`src/rtl/rf_arb_pkg.sv`:
```
// Shared types and constants for the GPR-file write arbiter.
package rf_arb_pkg;

    localparam int REG_W  = 5;
    localparam int DATA_W = 32;
    localparam logic [REG_W-1:0] REG_ZERO = 5'd0;

    // One queued B-side write; valid drops when the entry is popped or killed.
    typedef struct packed {
        logic              valid;
        logic [REG_W-1:0]  addr;
        logic [DATA_W-1:0] data;
        logic [DATA_W-1:0] pc;
    } rf_entry_t;

    // One-hot register mask used by the hazard unit.
    function automatic logic [(1<<REG_W)-1:0] reg_onehot(input logic [REG_W-1:0] r);
        reg_onehot = {{((1<<REG_W)-1){1'b0}}, 1'b1} << r;
    endfunction

endpackage

```
`src/rtl/rf_arb_fifo.sv`:
```
// DEPTH-entry FIFO for B-side results with kill-by-address and a pending-write mask.
module rf_arb_fifo
    import rf_arb_pkg::*;
#(
    parameter int DEPTH = 2
) (
    input  logic                    clk,
    input  logic                    reset,
    input  logic                    push_i,
    input  rf_entry_t               push_entry_i,
    input  logic                    pop_i,
    input  logic                    kill_en_i,
    input  logic [REG_W-1:0]        kill_addr_i,
    output rf_entry_t               head_o,
    output logic [$clog2(DEPTH):0]  count_o,
    output logic [(1<<REG_W)-1:0]   pend_mask_o
);

    localparam int PTR_W = $clog2(DEPTH);

    logic                vld_q  [DEPTH];
    logic [REG_W-1:0]    addr_q [DEPTH];
    logic [DATA_W-1:0]   data_q [DEPTH];
    logic [DATA_W-1:0]   pc_q   [DEPTH];
    logic [PTR_W-1:0]    rd_ptr_q;
    logic [PTR_W-1:0]    wr_ptr_q;
    logic [PTR_W:0]      count_q;
    logic [PTR_W:0]      count_d;

    // Occupancy bookkeeping: count follows push/pop, pointers wrap naturally.
    always_comb begin
        count_d = count_q;
        if (push_i && !pop_i) begin
            count_d = count_q + 1'b1;
        end else if (pop_i && !push_i) begin
            count_d = count_q - 1'b1;
        end
    end

    // Control state: pointers, count and per-slot valid (kill, pop, push in that priority order).
    always_ff @(posedge clk) begin
        if (reset) begin
            rd_ptr_q <= '0;
            wr_ptr_q <= '0;
            count_q  <= '0;
            for (int i = 0; i < DEPTH; i++) begin
                vld_q[i] <= 1'b0;
            end
        end else begin
            for (int i = 0; i < DEPTH; i++) begin
                if (kill_en_i && vld_q[i] && (addr_q[i] == kill_addr_i)) begin
                    vld_q[i] <= 1'b0;
                end
            end
            if (pop_i) begin
                vld_q[rd_ptr_q] <= 1'b0;
                rd_ptr_q        <= rd_ptr_q + 1'b1;
            end
            // A push only lands in a free slot, so it never collides with the pop/kill above.
            if (push_i) begin
                vld_q[wr_ptr_q] <= 1'b1;
                wr_ptr_q        <= wr_ptr_q + 1'b1;
            end
            count_q <= count_d;
        end
    end

    // Payload storage carries no reset; validity is tracked by vld_q.
    always_ff @(posedge clk) begin
        if (push_i) begin
            addr_q[wr_ptr_q] <= push_entry_i.addr;
            data_q[wr_ptr_q] <= push_entry_i.data;
            pc_q[wr_ptr_q]   <= push_entry_i.pc;
        end
    end

    // Head view and pending mask over all still-valid slots.
    always_comb begin
        head_o.valid = vld_q[rd_ptr_q];
        head_o.addr  = addr_q[rd_ptr_q];
        head_o.data  = data_q[rd_ptr_q];
        head_o.pc    = pc_q[rd_ptr_q];
        pend_mask_o  = '0;
        for (int i = 0; i < DEPTH; i++) begin
            if (vld_q[i]) begin
                pend_mask_o = pend_mask_o | reg_onehot(addr_q[i]);
            end
        end
    end

    assign count_o = count_q;

endmodule

```
`src/rtl/rf_write_arbiter.sv`:
```
// Arbitrates the single RF write port between the W stage (A, always wins) and a queued
// multi-cycle unit (B), with starvation-driven pipeline stall and WAW kill of stale B writes.
module rf_write_arbiter
    import rf_arb_pkg::*;
#(
    parameter int DEPTH        = 2,
    parameter int STARVE_LIMIT = 4
) (
    input  logic               clk,
    input  logic               reset,
    input  logic               a_we,
    input  logic [REG_W-1:0]   a_addr,
    input  logic [DATA_W-1:0]  a_data,
    input  logic [DATA_W-1:0]  a_pc,
    input  logic               b_valid,
    output logic               b_ready,
    input  logic [REG_W-1:0]   b_addr,
    input  logic [DATA_W-1:0]  b_data,
    input  logic [DATA_W-1:0]  b_pc,
    output logic               rf_we,
    output logic [REG_W-1:0]   rf_addr,
    output logic [DATA_W-1:0]  rf_data,
    output logic [DATA_W-1:0]  rf_pc,
    output logic [31:0]        pend_mask,
    output logic               pipe_stall
);

    localparam int CNT_W = $clog2(DEPTH) + 1;
    localparam int SW    = $clog2(STARVE_LIMIT + 1);
    localparam logic [CNT_W-1:0] DEPTH_CNT = CNT_W'(DEPTH);
    localparam logic [SW-1:0]    LIMIT_CNT = SW'(STARVE_LIMIT);

    rf_entry_t          push_entry;
    rf_entry_t          head;
    logic [CNT_W-1:0]   fifo_count;
    logic               fifo_nonempty;
    logic               head_live;
    logic               a_grant;
    logic               b_grant;
    logic               push;
    logic               pop;
    logic [SW-1:0]      starve_q;
    logic [SW-1:0]      starve_d;
    logic               stall_q;
    logic               stall_d;

    // b_ready looks only at registered occupancy; $0 results are accepted but not stored.
    always_comb begin
        b_ready          = !reset && (fifo_count < DEPTH_CNT);
        push             = b_valid && b_ready && (b_addr != REG_ZERO);
        push_entry.valid = 1'b1;
        push_entry.addr  = b_addr;
        push_entry.data  = b_data;
        push_entry.pc    = b_pc;
    end

    // Grant: A first (writes to $0 don't count), else a live FIFO head; killed heads are
    // discarded without using the port.
    always_comb begin
        fifo_nonempty = (fifo_count != '0);
        head_live     = fifo_nonempty && head.valid;
        a_grant       = a_we && (a_addr != REG_ZERO);
        b_grant       = !a_grant && head_live;
        pop           = !reset && (b_grant || (fifo_nonempty && !head.valid));
        rf_we         = 1'b0;
        rf_addr       = '0;
        rf_data       = '0;
        rf_pc         = '0;
        if (!reset) begin
            if (a_grant) begin
                rf_we   = 1'b1;
                rf_addr = a_addr;
                rf_data = a_data;
                rf_pc   = a_pc;
            end else if (head_live) begin
                rf_we   = 1'b1;
                rf_addr = head.addr;
                rf_data = head.data;
                rf_pc   = head.pc;
            end
        end
    end

    // Starvation counter: counts cycles a live head loses to A, saturating at the limit.
    always_comb begin
        starve_d = '0;
        if (head_live && a_grant) begin
            starve_d = (starve_q >= LIMIT_CNT) ? starve_q : starve_q + 1'b1;
        end
        stall_d = (starve_d >= LIMIT_CNT) && fifo_nonempty;
    end

    // Registered starvation state and stall request.
    always_ff @(posedge clk) begin
        if (reset) begin
            starve_q <= '0;
            stall_q  <= 1'b0;
        end else begin
            starve_q <= starve_d;
            stall_q  <= stall_d;
        end
    end

    assign pipe_stall = stall_q;

    rf_arb_fifo #(
        .DEPTH (DEPTH)
    ) u_fifo (
        .clk          (clk),
        .reset        (reset),
        .push_i       (push),
        .push_entry_i (push_entry),
        .pop_i        (pop),
        .kill_en_i    (a_grant),
        .kill_addr_i  (a_addr),
        .head_o       (head),
        .count_o      (fifo_count),
        .pend_mask_o  (pend_mask)
    );

endmodule
```
`config.mk`:
```
export PLATFORM = sky130hd
export DESIGN_NAME = rf_write_arbiter
export DESIGN_NICKNAME = d
export VERILOG_FILES = /design/src/rtl/rf_arb_pkg.sv /design/src/rtl/rf_arb_fifo.sv /design/src/rtl/rf_write_arbiter.sv
export SDC_FILE = /design/constraint.sdc
export NUM_CORES = 1
export LEC_CHECK = 0
export CAP_MARGIN = 20
export CORE_MARGIN = 2
export CORE_UTILIZATION = 51
export CTS_CLUSTER_SIZE = 30
export DETAILED_ROUTE_END_ITERATION = 10
export PLACE_DENSITY_LB_ADDON = 0.2
export REMOVE_ABC_BUFFERS = 1
export SLEW_MARGIN = 20
export SYNTH_ARGS = -nofsm -noshare
export SYNTH_HDL_FRONTEND = slang
export SYNTH_HIERARCHICAL = 1
export SYNTH_SLANG_ARGS = --single-unit
```
`constraint.sdc`:
```
create_clock -name clk -period 8.28 [get_ports clk]
set_clock_uncertainty 0.2 [all_clocks]
set_input_delay 1.242 -clock clk [delete_from_list [all_inputs] [get_ports clk]]
set_output_delay 1.242 -clock clk [all_outputs]
set_load 0.05 [all_outputs]
```
==> results.yml, run 1 <==
run_status:
  status: "complete, no violations"
critical_path:
  reg2reg_slack_ns: 4.99
  crit_required_ns: 6.84
  reg2reg_depth: 7
  cp_max_fo: 40
  crit_path_end_kind: "output port"
  cp-start-kind: "input pin"
  worstSetupPathType: "in -> out"
  crit_arrival_ns: 4.20
cts:
  ctsHoldBuffers: 0
  post-cts-setup-buffer-count: 0
  cts-root-buf: "clkbuf_16"
  ctsHtreeMaxLevel: 4
  clockBufferDepth: 2
  ctsResizeCount: 0
  clkSinkCount: 149
  clock_latency_ns: 0.41
  clk_pin_slew_ns: 0.06
  numCtsBuffers: 17
  cts_tree: "yes"
routing:
  wirelength_um: 18700
  dr_total_vias: 5677
  vias_per_cell: 5.56
  drc_errors: 0
  antenna_left: 0
  initialDrtViolationCount: 416
  first_pass_iters: 7
  wl_per_cell_um: 18.3
hold_path:
  whs_path_depth: 2
  hold_path_class: "reg -> reg"
final_layout:
  area_growth_pct: 40.9
  diodes: 0
  final_nets: 969
  drive_above_1_share_pct: 6.21
  finalNonFillerCells: 1021
  postLayoutCoreUtil_pct: 74.1
power:
  ir_drop_mv: 0.157
  total_power_uw: 2300
  p_per_area_nw_per_um2: 212
  power.leakage_uw: 0.00374
grt:
  grt_overflow: 0
  grt_max_degree: 79
  grt_usage_pct: 23.0
  first_global_vias: 5831
  grt_pass1_wl_um: 29300
  antenna_found_initial: 0
place:
  port_buffers: 245
  post-place-ws_ns: 2.66
  dp_hpwl_um: 12400
  gp_congestion: 0.839
  placed_cells: 988
timing:
  finalSetupViolCount: 0
  fin_ws_ns: 2.64
  slew_violations: 0
  tightest_slew_ns: 1.01
  min_period_over_period_pct: 68.1
  fmax_mhz: 177
  fin_crit_ns: 5.64
  fin_setup_tns_ns: 0
  rsz0062_at_grt: "false"
  hold_viol_final: 0
  max_slew_margin_pct: 32.4
synth:
  synth.avg_cell_area_um2: 12.9
  synth.cell_area_um2: 7700
  ys_warn_count: 6
  syn_inst: 599
run:
  maxCapViolCount: 0
floorplanning:
  die_x_um: 127
  ios: 246
  die_area_um2: 16100
  dieHeight_um: 127
  start_util_pct: 52.6
  fp-row-count: 44
  core_area_um2: 14600
## worst paths after layout
| check | from | endpoint |
|---|---|---|
| worst max-delay path | a_addr[0] | rf_data[5] |
| worst min-delay path | u_fifo/rd_ptr_q$_SDFFE_PP0P_ | u_fifo/rd_ptr_q$_SDFFE_PP0P_ |
| worst max register to register | register | u_fifo/count_o[1]$_SDFFE_PP0P_ |
| worst min register to register | u_fifo/rd_ptr_q$_SDFFE_PP0P_ | u_fifo/rd_ptr_q$_SDFFE_PP0P_ |
## stage by stage
| step | instance area [µm²] | hold slack [ns] |
|---|---|---|
| global route | 10900 | 0.350 |
| CTS | 10800 | 0.305 |
| detailed placement | 10200 | 0.281 |
| floorplan | 7450 | 0.260 |
| global placement | 10200 | 0.269 |
| finish | 10900 | 0.314 |
## registers in the layout (all words and copies together), names as in the netlist, named ones only
| signal | cells |
|---|---|
| u_fifo/data_q | 64 |
| u_fifo/pc_q | 64 |
| u_fifo/addr_q | 10 |
| starve_q | 3 |
| u_fifo/count_o | 2 |
| u_fifo/vld_q | 2 |
| pipe_stall | 1 |
| u_fifo/rd_ptr_q | 1 |
| u_fifo/wr_ptr_q | 1 |
## metal layers
layer | vias up | part of all wire (%) | global-route usage [%]
li1 | 2693 | - | -
met1 | 2713 | 39 | 27.3
met2 | 248 | 52 | 40.6
met3 | 23 | 7.8 | 6.92
met4 | 0 | 1.3 | 6.59
met5 | - | 0 | 0
## critical path, stage by stage
cell and delay [ns]:
clkdlybuf4s50_1 0.50, or4_1 0.62, o21ai_4 0.17, buf_4 0.52
mux2i_1 0.26, clkdlybuf4s50_1 0.83
## cell usage in the layout, fill, tap and decap left out, types with 3 or more instances in the layout
cell type        instances
a21oi_1                  7
a31o_2                   3
and3b_1                  4
buf_4                    6
bufinv_16                4
clkbuf_16               17
clkdlybuf4s50_1        244
clkinv_2                 3
dfxtp_1                 10
edfxtp_1               138
ha_1                     3
inv_1                    4
inv_6                    4
mux2_1                  69
mux2i_1                 65
nand2_1                 12
nand2b_1                77
nand3_1                 69
nor2_1                   9
nor2b_1                  4
nor3_1                   5
o22ai_1                 26
o32ai_1                  4
or2_1                    3
xor2_1                  13
## where the power goes
part	internal [µW]	switching, µW
logic	227	295
clock network	517	302
registers	895	68.6
total	1640	666
## area by class of cell
cell class                 instances  area, µm²
sequential                       149       4370
tap                              184        230
clock inverter                    14        198
fill                             972       3790
multi-input combinational        400       3080
timing repair buffer             252       2520
inverter                           4       15.0
clock buffer                      18        439
No activity file was read; power rests on OpenSTA's default activity.
==> run 2, diff against run 1 <==
Settings changed: CORE_UTILIZATION 51 to 47.
Clock period 8.28 ns to 5.3 ns, I/O delays scaled along.
==> run 2 against run 1 <==
  * Sequential share of layout area is 0.37 points higher
  * Final area shrank 0.91%
  * Flip-flop and latch count unchanged
  * Clock power is 48% higher
  * Combinational power increased by 61%
  * Critical path depth did not move
  * Critical path type unchanged
==> results.yml, run 2 (same netlist as run 1, synthesis figures left out) <==
power:
  p_seq_share_pct: 41.7
  p_sw_share_pct: 29.3
  power.leakage_uw: 0.00382
  ir_drop_mv: 0.249
  p_sw_uw: 1030
  p_comb_share_pct: 23.9
  p_per_area_nw_per_um2: 327
  p_int_uw: 2490
  power.share.clock_pct: 34.4
cts:
  ctsResizeCount: 0
  post-cts-setup-buffer-count: 0
  clockBufferDepth: 2
  clkSinkCount: 149
  clk_pin_slew_ns: 0.05
  numCtsBuffers: 17
  cts_tree: "yes"
  ctsHoldBuffers: 0
  clock_latency_ns: 0.41
  ctsHtreeMaxLevel: 4
  cts-root-buf: "clkbuf_16"
routing:
  wl_per_cell_um: 17.5
  first_pass_iters: 5
  dr_total_vias: 5677
  vias_per_cell: 5.37
  antenna_left: 0
  initialDrtViolationCount: 263
  wirelength_um: 18500
  drc_errors: 0
timing:
  hold_viol_final: 0
  fmax_mhz: 218
  timing.hold.ws_ns: 0.281
  tightest_slew_ns: 1.04
  fin_crit_ns: 4.59
  rsz0062_at_grt: "false"
  slew_violations: 0
  fin_ws_ns: 0.707
  min_period_over_period_pct: 86.7
  max_slew_margin_pct: 31.0
  finalSetupViolCount: 0
  fin_setup_tns_ns: 0
critical_path:
  crit_buf_inv: 3
  slowest_stage: "clkdlybuf4s50_1"
  cp_top_family: "buffers and inverters"
  path_depth: 6
  cp-start-kind: "input pin"
  cp_max_fo: 15
  max_stage_delay_ns: 0.83
  cp_common_cell: "clkdlybuf4s50_1"
  worstSetupEndpoint: "rf_pc[23]"
  worstSetupStartpoint: "a_addr[0]"
  crit_arrival_ns: 3.60
  regToRegStartpoint: "u_fifo/count_o[0]$_SDFFE_PP0P_"
  reg2reg_depth: 7
  crit_required_ns: 4.30
  worstSetupPathType: "in -> out"
  critical_path.cell_chain: "clkdlybuf4s50_1 -> or4_1 -> o21ai_4 -> buf_12 -> mux2i_1 -> clkdlybuf4s50_1"
  crit_path_end_kind: "output port"
  timing.rr.end: "u_fifo/count_o[1]$_SDFFE_PP0P_"
  reg2reg_slack_ns: 2.18
floorplanning:
  core_area_um2: 15900
  die_x_um: 132
  die_area_um2: 17400
  start_util_pct: 48.3
  fp-row-count: 46
  dieHeight_um: 132
  ios: 246
final_layout:
  fin_area_um2: 10800
  reg_top3: "u_fifo/data_q: 64 flops, u_fifo/pc_q: 64 flops, u_fifo/addr_q: 10 flops"
  final_cell_mix: "clkdlybuf4s50_1 (194), edfxtp_1 (138), nand2b_1 (77)"
  final_nets: 972
  finalNonFillerCells: 1057
  layout_commonest_cell: "clkdlybuf4s50_1"
  area_growth_pct: 39.6
  drive_above_1_share_pct: 12.4
hold_path:
  hold_path_class: "reg -> reg"
  whs_path_depth: 2
place:
  post-place-ws_ns: 0.702
  gp_congestion: 0.931
  placed_cells: 1024
  port_buffers: 245
  placed_area_um2: 10100
  dp_hpwl_um: 13100
run_status:
  status: "complete, no violations"
grt:
  grt_max_degree: 72
  grt_usage_pct: 21.3
  antenna_found_initial: 1
  grt_pass1_wl_um: 29600
  grt_overflow: 0
  first_global_vias: 5877
run:
  maxCapViolCount: 0
run 2: area by class of cell:
cell class	instances	area, µm²
fillers	1181	5190
flip-flops and latches	149	4370
multi-input cells	400	3080
repair buffers	255	2410
clock buffers	18	429
well taps	216	270
clock inverters	14	176
inverters	4	15.0
diodes	1	2.50
run 2: power groups by stage:
| stage | Clock (µW) | Combinational [µW] | Sequential, µW |
|---|---|---|---|
| floorplan | 0 | 514 | 1500 |
| global placement | 0 | 832 | 1490 |
| detailed placement | 0 | 845 | 1490 |
| CTS | 1230 | 850 | 1470 |
| global route | 1280 | 909 | 1480 |
| finish | 1210 | 841 | 1470 |
run 2: tightest hold or removal path, delay by kind of cell, from the launching register on:
| family | cells | cell delay [ns] |
|---|---|---|
| flip-flops | 1 | 0.31 |
| AO/OA/AOI/OAI | 1 | 0.06 |
| AND/OR/NAND/NOR | 1 | 0.07 |
run 2: layer usage:
metal	routed length [µm]	GRT usage [%]
met3	1360	5.42
met2	9350	37.5
met5	0	0
met1	7360	24.8
met4	457	8.57
run 2: how the worst min path moves through the flow:
stage	startpoint	slack [ns]	endpoint
final	u_fifo/rd_ptr_q$_SDFFE_PP0P_	0.28	register
after global routing	u_fifo/rd_ptr_q$_SDFFE_PP0P_	0.33	register
after CTS	u_fifo/rd_ptr_q$_SDFFE_PP0P_	0.29	register
after detailed placement	u_fifo/rd_ptr_q$_SDFFE_PP0P_	0.28	register
after global placement	u_fifo/rd_ptr_q$_SDFFE_PP0P_	0.27	register
after floorplan	u_fifo/rd_ptr_q$_SDFFE_PP0P_	0.26	register
run 2: metrics by stage:
stage               utilization [%]  total power [µW]
detailed placement             63.6              2340
global route                   67.5              3670
CTS                            67.4              3550
floorplan                         -              2020
finish                         67.5              3520
global placement               63.6              2320
==> run 3, diff against run 2 <==
Settings changed: SKIP_CTS_REPAIR_TIMING from default to 1.
==> results of run 3 <==
Final layout, timing and power as in run 2 (identical DEF).
